===== src/rtl/reg_bank.sv =====
// Register file with a per-register pending (scoreboard) bit for in-order issue.
// Optional macro REG_BANK_BYPASS_EN forwards same-cycle write-back data to the read ports.
module reg_bank #(
  parameter int unsigned DATA_W = 32,
  parameter int unsigned ADDR_W = 5
) (
  input  logic              clk,
  input  logic              rst,
  input  logic              wrEN,
  input  logic [ADDR_W-1:0] wrAddr,
  input  logic [DATA_W-1:0] dataIn,
  input  logic              issueEN,
  input  logic [ADDR_W-1:0] issueAddr,
  input  logic [ADDR_W-1:0] rdAddrA,
  input  logic [ADDR_W-1:0] rdAddrB,
  output logic [DATA_W-1:0] dataA,
  output logic [DATA_W-1:0] dataB,
  output logic              busyA,
  output logic              busyB,
  output logic              stall
);

  localparam int unsigned NREG = 1 << ADDR_W;

  logic [DATA_W-1:0] regs [NREG];
  logic [NREG-1:0]   pending;
  logic [NREG-1:0]   pending_next;

  logic wr_live;
  logic byp_a;
  logic byp_b;
  logic byp_i;
  logic keep;
  logic waw;
  logic issue_ok;

  // Forwarding hits: a live write-back to the addressed register this cycle
  always_comb begin
    wr_live = wrEN & (wrAddr != '0);
`ifdef REG_BANK_BYPASS_EN
    byp_a = wr_live & (rdAddrA == wrAddr);
    byp_b = wr_live & (rdAddrB == wrAddr);
    byp_i = wr_live & (issueAddr == wrAddr);
`else
    byp_a = 1'b0;
    byp_b = 1'b0;
    byp_i = 1'b0;
`endif
    // A new producer issuing to the written register keeps it pending
    keep = issueEN & (issueAddr == wrAddr);
  end

  // Read ports, busy flags and stall; all forced quiet during reset
  always_comb begin
    dataA = '0;
    dataB = '0;
    busyA = 1'b0;
    busyB = 1'b0;
    waw   = 1'b0;
    stall = 1'b0;
    if (!rst) begin
      if (rdAddrA != '0) dataA = byp_a ? dataIn : regs[rdAddrA];
      if (rdAddrB != '0) dataB = byp_b ? dataIn : regs[rdAddrB];
      busyA = pending[rdAddrA] & ~(byp_a & ~keep);
      busyB = pending[rdAddrB] & ~(byp_b & ~keep);
      waw   = issueEN & pending[issueAddr] & ~(byp_i & ~keep);
      stall = busyA | busyB | waw;
    end
  end

  // Write-back clears, an accepted issue sets (set wins on the same address)
  always_comb begin
    issue_ok     = issueEN & ~stall & (issueAddr != '0);
    pending_next = pending;
    if (wrEN) pending_next[wrAddr] = 1'b0;
    if (issue_ok) pending_next[issueAddr] = 1'b1;
    pending_next[0] = 1'b0;
  end

  always_ff @(posedge clk) begin
    if (rst) begin
      for (int unsigned i = 0; i < NREG; i++) regs[i] <= '0;
      pending <= '0;
    end else begin
      if (wr_live) regs[wrAddr] <= dataIn;
      pending <= pending_next;
    end
  end

endmodule

===== config.mk =====
export PLATFORM = sky130hd
export DESIGN_NAME = reg_bank
export DESIGN_NICKNAME = d
export VERILOG_FILES = /design/src/rtl/reg_bank.sv
export SDC_FILE = /design/constraint.sdc
export NUM_CORES = 2
export LEC_CHECK = 0
export ABC_AREA = 0
export CAP_MARGIN = 20
export CORE_MARGIN = 2
export CORE_UTILIZATION = 50
export DETAILED_ROUTE_END_ITERATION = 16
export PLACE_DENSITY = 0.77
export REMOVE_ABC_BUFFERS = 1
export SETUP_SLACK_MARGIN = 0.5
export SYNTH_ARGS = -nofsm -noshare
export SYNTH_HDL_FRONTEND = slang
export SYNTH_SLANG_ARGS = --single-unit

===== constraint.sdc =====
create_clock -name clk -period 4.19 [get_ports clk]
set_input_delay 0.838 -clock clk [delete_from_list [all_inputs] [get_ports clk]]
set_output_delay 0.838 -clock clk [all_outputs]
set_load 0.03 [all_outputs]

==> run summary <==
initial antenna violation count = 12
Syn Inst Count = 3,527
DRT Pass-1 Iters = 6
Clk pin slew, worst setup/hold paths = 70 ps
CTS tree = done
Hold WC Path Type = flip-flop to flip-flop
worst setup path class = input pin to output port
Max-slew headroom = 0.237
CP startpoint kind = input pin
H-tree levels = 3
starting density of the core = 0.503
Site Rows = 123
Hold Fails Final Rpt = 0
CTS Sinks = 1,055
Iteration-0 DRC Markers = 7,102
Top Ports = 123
synth warn = 0
Commonest cells post-synth = edfxtp_1 (1,024), and2_1 (995), mux4_2 (660), clkbuf_1 (285), nand2_1 (119)
Worst Max-Slew Pin Slew = 1140 ps
Post-synth EDFFs = 1,024
Final Power = 26.1 mW
largest net degree at the start of global routing = 62
number of port buffers = 122
Syn-to-layout area delta = 19.7%
Fmax achieved = 255 MHz
Crit path max-delay family = multiplexers
crit path cell chain = buf_16 -> buf_12 -> buf_16 -> mux4_2 -> mux4_2 -> mux2i_1 -> nor2_1 -> buf_4
top-count cell post-synth = edfxtp_1
Die ar. = 0.116 mm^2
synth top area cells = edfxtp_1 (54%), mux4_2 (26%), and2_1 (11%), clkbuf_1 (1.9%), dfxtp_1 (1.1%)
post-synth top area share = 0.544
Leak = 23.3 nW
setup TNS = 0 ps
grt ovf = 0
synthesized area = 0.0565 mm^2
# setup viols final = 0
Worst R2R Setup Slack = 1880 ps
Vias = 37,600
VDD IR-drop max = 0.325 mV
Tot GR Track Use = 0.341
Top FF cell, synth = edfxtp_1
min cycle time layout = 3910 ps
Clk Latency, worst-skew pair = 710 ps
status = complete, no violations
Worst EP arrival = 3080 ps
CP Capture Type = output port
fin. max-slew vios = 0
fin crit share = 0.934
max-cap violations = 0
Root Driver = clkbuf_16
Pwr per Cell Area = 387 mW/mm^2
clk_skew = 26.0 ps
Mean Syn Cell Area = 16.0 um^2
Final HPWL DP = 114,000 um
RePlAce Congestion = 0.909
layout cell share with drive strength beyond 1 = 0.366
Post-DRT Antenna Nets = 0
core box area = 0.112 mm^2
Async S/R FF share, synth = 0
worst-path maximum fanout = 9
DIE WIDTH = 340 um
post-synthesis sequential area ratio = 0.555
max incr delay on CP = 550 ps
vias in the first global route = 38,100
RSZ-0062 raised after global routing = true
Worst path slowest cell = mux4_2
Yosys reg bits = 1,055
post-synth cell types = 49
CP required = 3350 ps
first-pass GRT wire length = 277,000 um
final routed DRC violation total = 0
maximum clock path buffer count = 3
DIE HEIGHT = 340 um
CTS Buf Count = 110
WL final = 197,000 um
nets@finish = 3,830
routed vias/inst = 7.01
worst path bufs/invs = 4
area leader, netlist = edfxtp_1
DR WL/cell = 36.6 um
-- final timing paths --
check             depth (start not counted)                     end              startpoint
setup reg to reg                          6  pending[25]$_SDFF_PP0_  pending[12]$_SDFF_PP0_
setup / recovery                          8                dataA[0]              rdAddrA[0]
hold reg to reg                           2  pending[22]$_SDFF_PP0_  pending[22]$_SDFF_PP0_
hold / removal                            2  pending[22]$_SDFF_PP0_  pending[22]$_SDFF_PP0_
-- logic make-up after synthesis --
family                 count (synthesis)  share of synthesized area
AOI/OAI and AO/OA                    132                     0.0153
buffers and inverters                395                     0.0302
DFF                                 1055                      0.555
muxes                                700                      0.270
other                                  1                  0.0000664
and+or+nand+nor                     1244                      0.129
-- registers in the layout (all words and copies together) (netlist names) --
register,count
pending,31
regs,1024
-- metrics by stage --
stage          area [um^2]  instances  setup WS (ps)  hold slack (ps)   util
4_1_cts              66900       5345            313              506  0.595
6_report             67600       5370            275              521  0.602
2_1_floorplan        54900       3169          -1590              450      -
5_1_grt              67600       5369            248              546  0.602
3_3_place_gp         61500       5071          -29.9              490  0.547
3_5_place_dp         61500       5071          -47.8              497  0.547
-- report_power, final --
group	leakage [nW]	switching [mW]	internal, mW
Sequential	10.0	0.311	12.1
Combinational	11.5	2.12	1.86
Clock	1.72	4.21	5.50
-- repair_timing --
action / CTS / global route
pin swaps: 9 / 24
buffers inserted: 36 / 15
endpoints found under the setup margin: 67 / 65
hold buffers: 0 / 0
cloned: 31 / 6
resized for setup: 160 / 105
-- final cells by class --
cell class,instances,area [um^2]
sequential,1055,31400
inverter,6,28.8
clock buffer,134,2930
fill,7896,44700
antenna,1,2.50
clock inverter,73,584
timing repair inverter,1,6.26
timing repair buffer,492,6250
multi-input combinational,2108,24600
tap,1500,1880
-- metal layers --
metal,GRT usage,wire length [um],vias to the layer above
li1,-,-,14200
met1,0.434,63500,18900
met2,0.512,88500,3715
met3,0.125,32400,797
met4,0.189,12400,4
met5,0,22,-
-- worst reg2reg max path, stage by stage (launching register included) --
cell and delay (ps):
dfxtp_1 360, mux4_2 520, a221oi_2 340, o31a_1 280, o32ai_4 140, buf_4 280, o31ai_1 290
-- placed cells by master (no fill, tap or decap), types with 7 or more instances in the layout --
cell type,n
a21oi_1,8
clkdlybuf4s50_1,43
mux4_2,660
buf_8,12
bufbuf_16,7
nor2b_1,8
a21oi_4,11
nand3_1,14
o211ai_1,16
mux2i_2,7
nor2_4,32
mux2i_1,25
buf_6,54
a21oi_2,16
buf_4,241
nand2_1,88
bufinv_16,9
clkinv_2,19
nor3_1,8
and2_1,995
clkinv_1,37
o31ai_1,31
nor2_1,41
buf_12,77
clkbuf_1,20
edfxtp_1,1024
conb_1,32
nand2_2,26
clkbuf_16,121
dfxtp_1,31
o21ai_4,31
buf_16,45
(Power assumes the default switching activity.)
